**src/rtl/push_control_array_pkg.sv**
```systemverilog
// -----------------------------------------------------------------------------
// push_control_array_pkg
// Shared definitions for the push-button conditioning array: per-channel
// state encoding and default timing constants for a 50 MHz system clock.
// No ports.
// -----------------------------------------------------------------------------
package push_control_array_pkg;

  localparam int DEF_N_CH     = 4;
  localparam int DEF_DB_CNT   = 100000;    // 2 ms at 50 MHz
  localparam int DEF_HOLD_CNT = 25000000;  // 0.5 s at 50 MHz

  typedef enum logic [2:0] {
    ST_IDLE         = 3'd0,
    ST_PRESS_WAIT   = 3'd1,
    ST_PRESSED      = 3'd2,
    ST_HELD         = 3'd3,
    ST_RELEASE_WAIT = 3'd4
  } state_t;

endpackage

```
**src/rtl/push_control_array_channel.sv**
```systemverilog
// -----------------------------------------------------------------------------
// push_channel
// One button channel: 2-FF synchroniser, debounce counter, press/release
// one-shots and long-press (hold) detection. All outputs are registered.
//
// State table:
//   ST_IDLE         | accepted level released, waiting for a press
//   ST_PRESS_WAIT   | press seen, counting stable cycles before accepting
//   ST_PRESSED      | press accepted, counting toward hold
//   ST_HELD         | press lasted HOLD_CNT cycles, o_Hold asserted
//   ST_RELEASE_WAIT | release seen, counting stable cycles before accepting
//
// Ports:
//   i_Clk      system clock
//   i_Rst      asynchronous active-low reset
//   i_Push     raw asynchronous button level
//   o_fPush    one-cycle pulse on accepted press
//   o_fRelease one-cycle pulse on accepted release
//   o_Level    debounced pressed level
//   o_Hold     high while the press has lasted >= HOLD_CNT cycles
//   o_fHold    one-cycle pulse when o_Hold rises
// -----------------------------------------------------------------------------
module push_channel
  import push_control_array_pkg::*;
#(
  parameter int DB_CNT     = DEF_DB_CNT,
  parameter int HOLD_CNT   = DEF_HOLD_CNT,
  parameter int IN_ACT_LOW = 0
) (
  input  logic i_Clk,
  input  logic i_Rst,
  input  logic i_Push,
  output logic o_fPush,
  output logic o_fRelease,
  output logic o_Level,
  output logic o_Hold,
  output logic o_fHold
);

  localparam int DBW = $clog2(DB_CNT + 1);
  localparam int HW  = $clog2(HOLD_CNT + 1);
  localparam logic [DBW-1:0] DB_LAST   = DBW'(DB_CNT - 1);
  localparam logic [DBW-1:0] DB_ONE    = DBW'(1);
  localparam logic [DBW-1:0] DB_ZERO   = '0;
  localparam logic [HW-1:0]  HOLD_LAST = HW'(HOLD_CNT - 1);
  localparam logic [HW-1:0]  HOLD_ONE  = HW'(1);
  localparam logic           ACT_FLIP  = (IN_ACT_LOW != 0);

  logic           r_sync1, r_sync2;
  state_t         r_state;
  logic [DBW-1:0] r_db;
  logic [HW-1:0]  r_hold_cnt;
  logic           r_level, r_hold, r_fpush, r_frel, r_fhold;

  state_t         w_state_nxt;
  logic [DBW-1:0] w_db_nxt;
  logic [HW-1:0]  w_hold_cnt_nxt;
  logic           w_level_nxt, w_hold_nxt, w_fpush_nxt, w_frel_nxt, w_fhold_nxt;
  logic           w_s;

  // Polarity is folded in ahead of the first flop so that the reset value of
  // both stages means "not pressed" regardless of IN_ACT_LOW.
  always_ff @(posedge i_Clk or negedge i_Rst) begin
    if (!i_Rst) begin
      r_sync1 <= 1'b0;
      r_sync2 <= 1'b0;
    end else begin
      r_sync1 <= i_Push ^ ACT_FLIP;
      r_sync2 <= r_sync1;
    end
  end

  assign w_s = r_sync2;

  always_ff @(posedge i_Clk or negedge i_Rst) begin
    if (!i_Rst) begin
      r_state    <= ST_IDLE;
      r_db       <= '0;
      r_hold_cnt <= '0;
      r_level    <= 1'b0;
      r_hold     <= 1'b0;
      r_fpush    <= 1'b0;
      r_frel     <= 1'b0;
      r_fhold    <= 1'b0;
    end else begin
      r_state    <= w_state_nxt;
      r_db       <= w_db_nxt;
      r_hold_cnt <= w_hold_cnt_nxt;
      r_level    <= w_level_nxt;
      r_hold     <= w_hold_nxt;
      r_fpush    <= w_fpush_nxt;
      r_frel     <= w_frel_nxt;
      r_fhold    <= w_fhold_nxt;
    end
  end

  always_comb begin
    w_state_nxt    = r_state;
    w_db_nxt       = r_db;
    w_hold_cnt_nxt = r_hold_cnt;
    w_level_nxt    = r_level;
    w_hold_nxt     = r_hold;
    w_fpush_nxt    = 1'b0;
    w_frel_nxt     = 1'b0;
    w_fhold_nxt    = 1'b0;
    case (r_state)
      ST_IDLE: begin
        if (w_s) begin
          w_state_nxt = ST_PRESS_WAIT;
          w_db_nxt    = DB_ONE;
        end
      end
      ST_PRESS_WAIT: begin
        if (!w_s) begin
          w_state_nxt = ST_IDLE;
          w_db_nxt    = DB_ZERO;
        end else if (r_db == DB_LAST) begin
          w_state_nxt    = ST_PRESSED;
          w_db_nxt       = DB_ZERO;
          w_level_nxt    = 1'b1;
          w_fpush_nxt    = 1'b1;
          w_hold_cnt_nxt = '0;
        end else begin
          w_db_nxt = r_db + DB_ONE;
        end
      end
      ST_PRESSED: begin
        if (!w_s) begin
          w_state_nxt = ST_RELEASE_WAIT;
          w_db_nxt    = DB_ONE;
        end else begin
          // Ends at HOLD_CNT and stays there: HELD never touches the counter.
          w_hold_cnt_nxt = r_hold_cnt + HOLD_ONE;
          if (r_hold_cnt == HOLD_LAST) begin
            w_state_nxt = ST_HELD;
            w_hold_nxt  = 1'b1;
            w_fhold_nxt = 1'b1;
          end
        end
      end
      ST_HELD: begin
        if (!w_s) begin
          w_state_nxt = ST_RELEASE_WAIT;
          w_db_nxt    = DB_ONE;
        end
      end
      ST_RELEASE_WAIT: begin
        if (w_s) begin
          // r_hold still marks whether the bounce started from HELD.
          w_state_nxt = r_hold ? ST_HELD : ST_PRESSED;
          w_db_nxt    = DB_ZERO;
        end else if (r_db == DB_LAST) begin
          w_state_nxt = ST_IDLE;
          w_db_nxt    = DB_ZERO;
          w_level_nxt = 1'b0;
          w_hold_nxt  = 1'b0;
          w_frel_nxt  = 1'b1;
        end else begin
          w_db_nxt = r_db + DB_ONE;
        end
      end
      default: begin
        w_state_nxt = ST_IDLE;
        w_db_nxt    = DB_ZERO;
      end
    endcase
  end

  assign o_fPush    = r_fpush;
  assign o_fRelease = r_frel;
  assign o_Level    = r_level;
  assign o_Hold     = r_hold;
  assign o_fHold    = r_fhold;

endmodule

```
**src/rtl/push_control_array.sv**
```systemverilog
// -----------------------------------------------------------------------------
// push_control_array
// N_CH independent push-button conditioning channels. o_fPush is the one-shot
// press output used by the rhythm-game judge logic.
//
// Ports (all vectors are N_CH wide, bit k = channel k):
//   i_Clk      system clock
//   i_Rst      asynchronous active-low reset
//   i_Push     raw asynchronous button inputs
//   o_fPush    one-cycle pulse on accepted press
//   o_fRelease one-cycle pulse on accepted release
//   o_Level    debounced pressed level
//   o_Hold     high while a press has lasted >= HOLD_CNT cycles
//   o_fHold    one-cycle pulse when o_Hold rises
// -----------------------------------------------------------------------------
module push_control_array
  import push_control_array_pkg::*;
#(
  parameter int N_CH       = DEF_N_CH,
  parameter int DB_CNT     = DEF_DB_CNT,
  parameter int HOLD_CNT   = DEF_HOLD_CNT,
  parameter int IN_ACT_LOW = 0
) (
  input  logic            i_Clk,
  input  logic            i_Rst,
  input  logic [N_CH-1:0] i_Push,
  output logic [N_CH-1:0] o_fPush,
  output logic [N_CH-1:0] o_fRelease,
  output logic [N_CH-1:0] o_Level,
  output logic [N_CH-1:0] o_Hold,
  output logic [N_CH-1:0] o_fHold
);

  for (genvar k = 0; k < N_CH; k++) begin : g_ch
    push_channel #(
      .DB_CNT    (DB_CNT),
      .HOLD_CNT  (HOLD_CNT),
      .IN_ACT_LOW(IN_ACT_LOW)
    ) u_ch (
      .i_Clk     (i_Clk),
      .i_Rst     (i_Rst),
      .i_Push    (i_Push[k]),
      .o_fPush   (o_fPush[k]),
      .o_fRelease(o_fRelease[k]),
      .o_Level   (o_Level[k]),
      .o_Hold    (o_Hold[k]),
      .o_fHold   (o_fHold[k])
    );
  end

endmodule

```
**config.mk**
```make
export PLATFORM = sky130hd
export DESIGN_NAME = push_control_array
export DESIGN_NICKNAME = d
export VERILOG_FILES = /design/src/rtl/push_control_array_pkg.sv /design/src/rtl/push_control_array_channel.sv /design/src/rtl/push_control_array.sv
export SDC_FILE = /design/constraint.sdc
export NUM_CORES = 1
export LEC_CHECK = 0
export CAP_MARGIN = 30
export CORE_MARGIN = 5
export CORE_UTILIZATION = 55
export CTS_BUF_LIST = sky130_fd_sc_hd__clkbuf_4 sky130_fd_sc_hd__clkbuf_8
export DETAILED_ROUTE_END_ITERATION = 7
export PLACE_DENSITY_LB_ADDON = 0.3
export RECOVER_POWER = 50
export SYNTH_ARGS = -nofsm -noshare
export SYNTH_HDL_FRONTEND = slang
export SYNTH_HIERARCHICAL = 1
export SYNTH_SLANG_ARGS = --single-unit
```
**constraint.sdc**
```tcl
create_clock -name i_Clk -period 2.05 [get_ports i_Clk]
set_input_delay 0.5125 -clock i_Clk [delete_from_list [all_inputs] [get_ports i_Clk]]
set_output_delay 0.5125 -clock i_Clk [all_outputs]
set_load 0.01 [all_outputs]
```
# Word level (Yosys, flattened, before mapping)
# Cells that the tools add are included.
# classes
add_sub_neg	8
eq_ne	72
n_mux	144
reduce_logical	40
# op_table
op	n
$mux 17	20
$mux 25	12
$pmux 17 s4	4
$pmux 25 s2	4
$add 25x1->25 const B	4
$eq 25x25->1 const B	4
$mux 3	32
$add 17x1->17 const B	4
$eq 17x17->1 const B	4
$mux 1	60
$pmux 3 s5	4
$reduce_and 5->1	12
$ne 2x1->1 const B	24
$eq 3x2->1 const B	8
$ne 2x2->1 const B	12
$ne 3x3->1 const B	8
$reduce_bool 2->1	12
$pmux 1 s2	8
$reduce_and 4->1	4
$eq 3x1->1 const B	4
$eq 3x3->1 const B	4
$logic_not 3->1	4
$ne 3x1->1 const B	4
$reduce_and 2->1	4
$reduce_or 2->1	4
# word_totals
reg_bits	208
inputBits	6
output_inout_bits	20
elab_cells	304

# Depth between registers and ports, before layout
# logic_depth
word_depth	4
ltp_mapped	7
mapped_depth_nobuf	6

# Hierarchy
# The synthesis kept the hierarchy.
# by_module_without_submodules
mod	instances	cells_each	area_each_um2
push_channel at g_ch[1].u_ch ...	2	293	2780.2
push_channel at g_ch[0].u_ch	1	282	2817.7
push_channel at g_ch[3].u_ch	1	287	2692.6

# Worst setup path before layout
# No wires, ideal clock.
# synth_path
path_kind	reg2reg
startpoint	register g_ch[1].u_ch.r_state[2]
endpoint	register g_ch[1].u_ch.r_hold_cnt[21]
arrival_time_ns	1.978
required_time_ns	1.976
slack_ns	-0.002
path_stages_with_launch	7
n_path_buf	2
path_cell_list	dfrtp_1 > nand4bb_1 > buf_2 > or4_4 > buf_6 > or4_4 > a21oi_2
# synth_between
elab_chain_len	3
elab_cells_between_ends	8
cone_classes	5 x eq/ne; 1 x mux; 2 x reduce/logical
# synth_rtl
element	line	rtl
start: declaration	push_control_array_channel.sv:50	state_t r_state;
start signal: assignment	push_control_array_channel.sv:86	r_state <= w_state_nxt;
$eq 3x1->1 or $eq 3x2->1 (tied branches)	push_control_array_channel.sv:106	case (r_state)
$ne 2x1->1 (no line) or $reduce_bool 2->1 (tied branches)	-	
$reduce_and 4->1 (no line)	-	
end signal: assignment	push_control_array_channel.sv:88	r_hold_cnt <= w_hold_cnt_nxt;
end: declaration	push_control_array_channel.sv:52	logic [HW-1:0] r_hold_cnt;
# Parallel ways exist; a longest one is shown, timed or not.
# A chain may end at the register's enable or synchronous reset.

# Worst setup path in the final report
# layout_path
startpoint	register g_ch[2].u_ch.r_state[2]
endpoint	register g_ch[2].u_ch.r_hold_cnt[24]
# layout_between
elab_chain_len	3
elab_cells_between_ends	8
cone_classes	5 x eq/ne; 1 x mux; 2 x reduce/logical
# layout_rtl
element	line
start: declaration	push_control_array_channel.sv:50
start signal: assignment	push_control_array_channel.sv:86
$eq 3x1->1 or $eq 3x2->1 (tied branches)	push_control_array_channel.sv:106
$ne 2x1->1 (no line) or $reduce_bool 2->1 (tied branches)	-
$reduce_and 4->1 (no line)	-
end signal: assignment	push_control_array_channel.sv:88
end: declaration	push_control_array_channel.sv:52
# Parallel ways exist; a longest one is shown, timed or not.

==> metrics.txt <==
# TYPE chip_impl_metric gauge
chip_impl_info{name="layout_top_registers",value="g_ch.u_ch/r_hold_cnt (100), g_ch.u_ch/r_db (68), g_ch.u_ch/r_state (12)"} 1
chip_impl_metric{name="core",unit="um^2"} 19700
chip_impl_metric{name="vias",unit=""} 9331
chip_impl_metric{name="postLayoutCoreUtil",unit=""} 0.683
chip_impl_info{name="hp-class",value="register to register"} 1
chip_impl_metric{name="arrival",unit="ns"} 2.47
chip_impl_info{name="violated_checks",value="setup timing"} 1
chip_impl_metric{name="synth_enable_flop_cells",unit=""} 0
chip_impl_metric{name="avgViaCountPerCell",unit=""} 5.88
chip_impl_metric{name="maxCapViolations",unit=""} 0
chip_impl_metric{name="start_util",unit=""} 0.563
chip_impl_metric{name="power_density_of_the_placed_cells",unit="nW/um^2"} 663
chip_impl_info{name="worst_setup_path_end_kind",value="register"} 1
chip_impl_info{name="synthTopCellsByArea",value="sky130_fd_sc_hd__dfrtp_1 47%, sky130_fd_sc_hd__nor2_1 4.1%, sky130_fd_sc_hd__xor2_1 3.3%"} 1
chip_impl_metric{name="max_freq",unit="MHz"} 488
chip_impl_metric{name="drc",unit=""} 0
chip_impl_metric{name="hold_viol_final",unit=""} 0
chip_impl_metric{name="cts-root-to-sink-buffers",unit=""} 3
chip_impl_info{name="rr_endpoint",value="g_ch[2].u_ch/r_hold_cnt[24]"} 1
chip_impl_metric{name="p_total",unit="mW"} 8.90
chip_impl_metric{name="portBuffers",unit=""} 25
chip_impl_metric{name="worst_slack",unit="ns"} -0.000115
chip_impl_info{name="worstHoldEndpoint",value="g_ch[0].u_ch/r_sync2"} 1
chip_impl_metric{name="clock_sink_count",unit=""} 208
chip_impl_metric{name="drt_pre_antenna_iters",unit=""} 5
chip_impl_metric{name="grt_use_met3",unit=""} 0.0344
chip_impl_metric{name="syn-cell-area",unit="um^2"} 11100
chip_impl_info{name="critical_path.cell_chain",value="nand4bb_4 > or4_4 > or4_1 > a21oi_1"} 1
chip_impl_metric{name="worst_setup_slack_before_clock_tree_synthesis",unit="ns"} -0.0625
chip_impl_metric{name="instance_count_of_the_mapped_netlist",unit=""} 1155
chip_impl_info{name="hold_path.startpoint",value="g_ch[0].u_ch/r_sync1"} 1
chip_impl_metric{name="die_area",unit="um^2"} 23100
chip_impl_metric{name="iteration_0_drc_count_of_the_detailed_router",unit=""} 516
chip_impl_metric{name="place_hpwl",unit="mm"} 16.3
chip_impl_metric{name="synth_sequential_area_ratio",unit=""} 0.470
chip_impl_metric{name="clock_tree.htree_level_count",unit=""} 2
chip_impl_metric{name="globalRouteOverflowTotal",unit=""} 0
chip_impl_metric{name="die_width",unit="um"} 152
chip_impl_metric{name="number_of_diodes_added_for_antenna_fixing",unit=""} 0
chip_impl_metric{name="drt_wl_total",unit="mm"} 24.3
chip_impl_metric{name="finClkSkew",unit="ns"} 0.0175
chip_impl_metric{name="cp_num_buf_inv",unit=""} 0
chip_impl_metric{name="proportion_of_layout_cells_with_a_drive_suffix_above_1",unit=""} 0.202
chip_impl_metric{name="worst_ir_drop_vdd",unit="uV"} 497
chip_impl_metric{name="min_period_over_period",unit=""} 1.00
chip_impl_metric{name="synthToLayoutAreaGrowth",unit="%"} 21.3
chip_impl_info{name="synthDominantAreaCellType",value="sky130_fd_sc_hd__dfrtp_1"} 1
chip_impl_info{name="grt_busiest_layer",value="met2"} 1
chip_impl_metric{name="cts_inserted_buffers",unit=""} 38
chip_impl_metric{name="flip_flop_and_latch_count_after_synthesis",unit=""} 208
chip_impl_info{name="cts_tree",value="built"} 1
chip_impl_metric{name="final_max_slew_viol_count",unit=""} 0
chip_impl_metric{name="placement_stage_cell_area",unit="um^2"} 12400
chip_impl_metric{name="hold_slack",unit="ns"} 0.343
chip_impl_info{name="ctsRootBufferMaster",value="sky130_fd_sc_hd__clkbuf_8"} 1
chip_impl_metric{name="critical-path-max-stage-delay",unit="ns"} 0.61
chip_impl_metric{name="finalSetupViolCount",unit=""} 1
chip_impl_metric{name="syn_avg_cell_area",unit="um^2"} 9.58
chip_impl_metric{name="final_net_count",unit=""} 1308
chip_impl_info{name="crit_path_start_kind",value="register"} 1
chip_impl_metric{name="cp.required",unit="ns"} 2.47
chip_impl_metric{name="synth.net_count",unit=""} 1169
chip_impl_metric{name="grt_start_max_net_pins",unit=""} 55
chip_impl_metric{name="largest_register_ff_count",unit=""} 100
chip_impl_metric{name="grt.met1_usage",unit=""} 0.271
chip_impl_metric{name="synth_largest_type_area_fraction",unit=""} 0.470
chip_impl_info{name="outcome",value="finished with violations"} 1
chip_impl_metric{name="io-pin-count",unit=""} 26
chip_impl_info{name="crit_path_top_delay_cell",value="sky130_fd_sc_hd__or4_4"} 1
chip_impl_metric{name="critical_path.max_fanout",unit=""} 6
chip_impl_info{name="path_delay_family",value="simple AND/OR/NAND/NOR gates"} 1
chip_impl_metric{name="finalWeightedCongestion",unit=""} 0.840
chip_impl_metric{name="finish.instance_area",unit="um^2"} 13400
chip_impl_metric{name="synth.yosys.warnings",unit=""} 6
chip_impl_metric{name="power_leakage",unit="nW"} 5.70
chip_impl_metric{name="r2r_depth",unit=""} 4
chip_impl_metric{name="total_global_route_track_usage",unit=""} 0.201
chip_impl_info{name="path_class",value="register to register"} 1
chip_impl_info{name="top_register",value="g_ch.u_ch/r_hold_cnt"} 1
chip_impl_metric{name="drt.antenna.violating_nets",unit=""} 0
chip_impl_info{name="ys_dominant_reg_cell",value="sky130_fd_sc_hd__dfrtp_1"} 1
chip_impl_metric{name="ys_types",unit=""} 75
chip_impl_metric{name="drt-wirelength-per-cell",unit="um"} 15.3
chip_impl_metric{name="first_pass_grt_wire_length",unit="mm"} 40.9
chip_impl_metric{name="reg2reg_slack",unit="ns"} -0.0001
chip_impl_metric{name="asyncSetResetFlopFracSynth",unit=""} 1.00
chip_impl_metric{name="grt_antenna_before_repair",unit=""} 0
chip_impl_metric{name="vertical_extent_of_the_die",unit="um"} 152
chip_impl_info{name="r2r_start",value="g_ch[2].u_ch/r_state[2]"} 1
chip_impl_metric{name="worst_slew_margin_rel",unit=""} 0.429
chip_impl_metric{name="number_of_global_route_vias_before_repair",unit=""} 8946
chip_impl_metric{name="clock_insertion_delay_worst_skew",unit="ns"} 0.52
chip_impl_metric{name="tightest_pin_transition",unit="ns"} 0.857
chip_impl_metric{name="met2_usage",unit=""} 0.336
chip_impl_metric{name="final.min_clock_period",unit="ns"} 2.05
chip_impl_metric{name="min_delay_path_depth",unit=""} 0
chip_impl_metric{name="cts.clk_slew.worst_paths",unit="ns"} 0.06
chip_impl_metric{name="fp-row-count",unit=""} 51
[worst reg2reg max path, cell delays in order (launching register included)]
cell	delay, ns
sky130_fd_sc_hd__dfrtp_1	0.38
sky130_fd_sc_hd__nand4bb_4	0.28
sky130_fd_sc_hd__or4_4	0.61
sky130_fd_sc_hd__or4_1	0.51
sky130_fd_sc_hd__a21oi_1	0.19
[per-layer routing]
layer / vias to the layer above / share of wire
met5: - / 0
met4: 0 / 0.019
met3: 35 / 0.041
met2: 171 / 0.49
met1: 4555 / 0.45
li1: 4570 / -
[Yosys cell counts, types with 16 or more instances]
cell                       instances
sky130_fd_sc_hd__or3_1            22
sky130_fd_sc_hd__a21oi_1          68
sky130_fd_sc_hd__nand2_1          81
sky130_fd_sc_hd__o21ai_0          46
sky130_fd_sc_hd__and4_1           16
sky130_fd_sc_hd__dfrtp_1         208
sky130_fd_sc_hd__and3_1           21
sky130_fd_sc_hd__nand4_1          57
sky130_fd_sc_hd__inv_1            30
sky130_fd_sc_hd__nor4_1           19
sky130_fd_sc_hd__xnor2_1          38
sky130_fd_sc_hd__nor3_1           25
sky130_fd_sc_hd__or4_1            38
sky130_fd_sc_hd__o31ai_1          36
sky130_fd_sc_hd__xor2_1           42
sky130_fd_sc_hd__nand3_1          63
sky130_fd_sc_hd__nor2_1          120
sky130_fd_sc_hd__clkbuf_1         35
[through the flow]
stage	TNS, ns	std cells
6_report	-0.000115	1587
5_1_grt	-0.0850	1587
4_1_cts	0	1580
3_5_place_dp	-0.146	1511
3_3_place_gp	-4.88	1509
2_1_floorplan	0	1155
[logic make-up (layout without fill, tap and decap cells)]
kind of cell / after synthesis / after routing / synth area share
muxes: 5 / 5 / 0.00463
buffers and inverters: 84 / 249 / 0.0328
xor gates and xnor gates: 80 / 80 / 0.0633
adders and majority gates: 8 / 8 / 0.00904
and+or+nand+nor: 568 / 570 / 0.304
AOI/OAI and AO/OA: 202 / 202 / 0.117
DFF: 208 / 208 / 0.470
[cell type report]
type,count,area [um^2]
Fill cell,1579,6230
Multi-Input combinational cell,865,5650
Sequential cell,208,5210
Timing Repair Buffer,151,1280
Clock buffer,64,793
Tap cell,265,332
Inverter,30,113
Clock inverter,4,51.3
[worst max path at each step]
stage / from / to / slack [ns] / depth (start not counted)
after detailed placement: g_ch[1].u_ch/r_hold_cnt[1] / g_ch[1].u_ch/r_hold_cnt[22] / -0.06 / 5
after global routing: g_ch[2].u_ch/r_state[2] / g_ch[2].u_ch/r_hold_cnt[24] / -0.04 / 5
final: g_ch[2].u_ch/r_state[2] / g_ch[2].u_ch/r_hold_cnt[24] / -0.0001 / 4
after floorplan: g_ch[1].u_ch/r_state[2] / g_ch[1].u_ch/r_hold_cnt[21] / 0.008 / 6
after CTS: g_ch[3].u_ch/o_Hold / o_Hold[3] / 0.002 / 1
after global placement: g_ch[1].u_ch/r_db[12] / g_ch[1].u_ch/r_db[13] / -0.40 / 5
[power by group]
part	switching (mW)	leakage [nW]	internal [mW]
Clock	1.67	0.446	2.56
Sequential	0.0483	2.86	4.16
Combinational	0.275	2.39	0.180
[cell usage in the layout (no fill, tap or decap), types with 5 or more instances in the layout]
master                            count
sky130_fd_sc_hd__nand2b_1             9
sky130_fd_sc_hd__and3_1              21
sky130_fd_sc_hd__or2_2                9
sky130_fd_sc_hd__clkbuf_4            15
sky130_fd_sc_hd__and4_1              16
sky130_fd_sc_hd__a21o_1               6
sky130_fd_sc_hd__nor3b_1             11
sky130_fd_sc_hd__nor4bb_1            12
sky130_fd_sc_hd__buf_12               7
sky130_fd_sc_hd__xnor2_1             38
sky130_fd_sc_hd__a21oi_1             63
sky130_fd_sc_hd__nand3_1             60
sky130_fd_sc_hd__o31ai_1             36
sky130_fd_sc_hd__or4_4               14
sky130_fd_sc_hd__dlygate4sd3_1        5
sky130_fd_sc_hd__clkdlybuf4s50_1     19
sky130_fd_sc_hd__dfrtp_1            206
sky130_fd_sc_hd__ha_1                 8
sky130_fd_sc_hd__a21oi_2              7
sky130_fd_sc_hd__nand3b_1             8
sky130_fd_sc_hd__nand4_1             57
sky130_fd_sc_hd__or4_1               33
sky130_fd_sc_hd__xor2_1              42
sky130_fd_sc_hd__inv_1               30
sky130_fd_sc_hd__nand2_1             80
sky130_fd_sc_hd__o21ai_0             46
sky130_fd_sc_hd__clkbuf_8            50
sky130_fd_sc_hd__buf_4              112
sky130_fd_sc_hd__nor2_1             120
sky130_fd_sc_hd__nor4_1              18
sky130_fd_sc_hd__o31a_1               6
sky130_fd_sc_hd__nor4b_1              6
sky130_fd_sc_hd__nor3_1              24
sky130_fd_sc_hd__or3_1               22
[timing repair]
action | in CTS | in global routing
cloned | 0 | 2
pin swaps | 0 | 9
gates resized for setup | 3 | 28
setup buffers | 0 | 5
hold endpoints to repair | 48 | 0
endpoints found under the setup margin | 8 | 58
hold buffers | 1 | 0
Note: power is estimated with default switching activity, not from simulation.
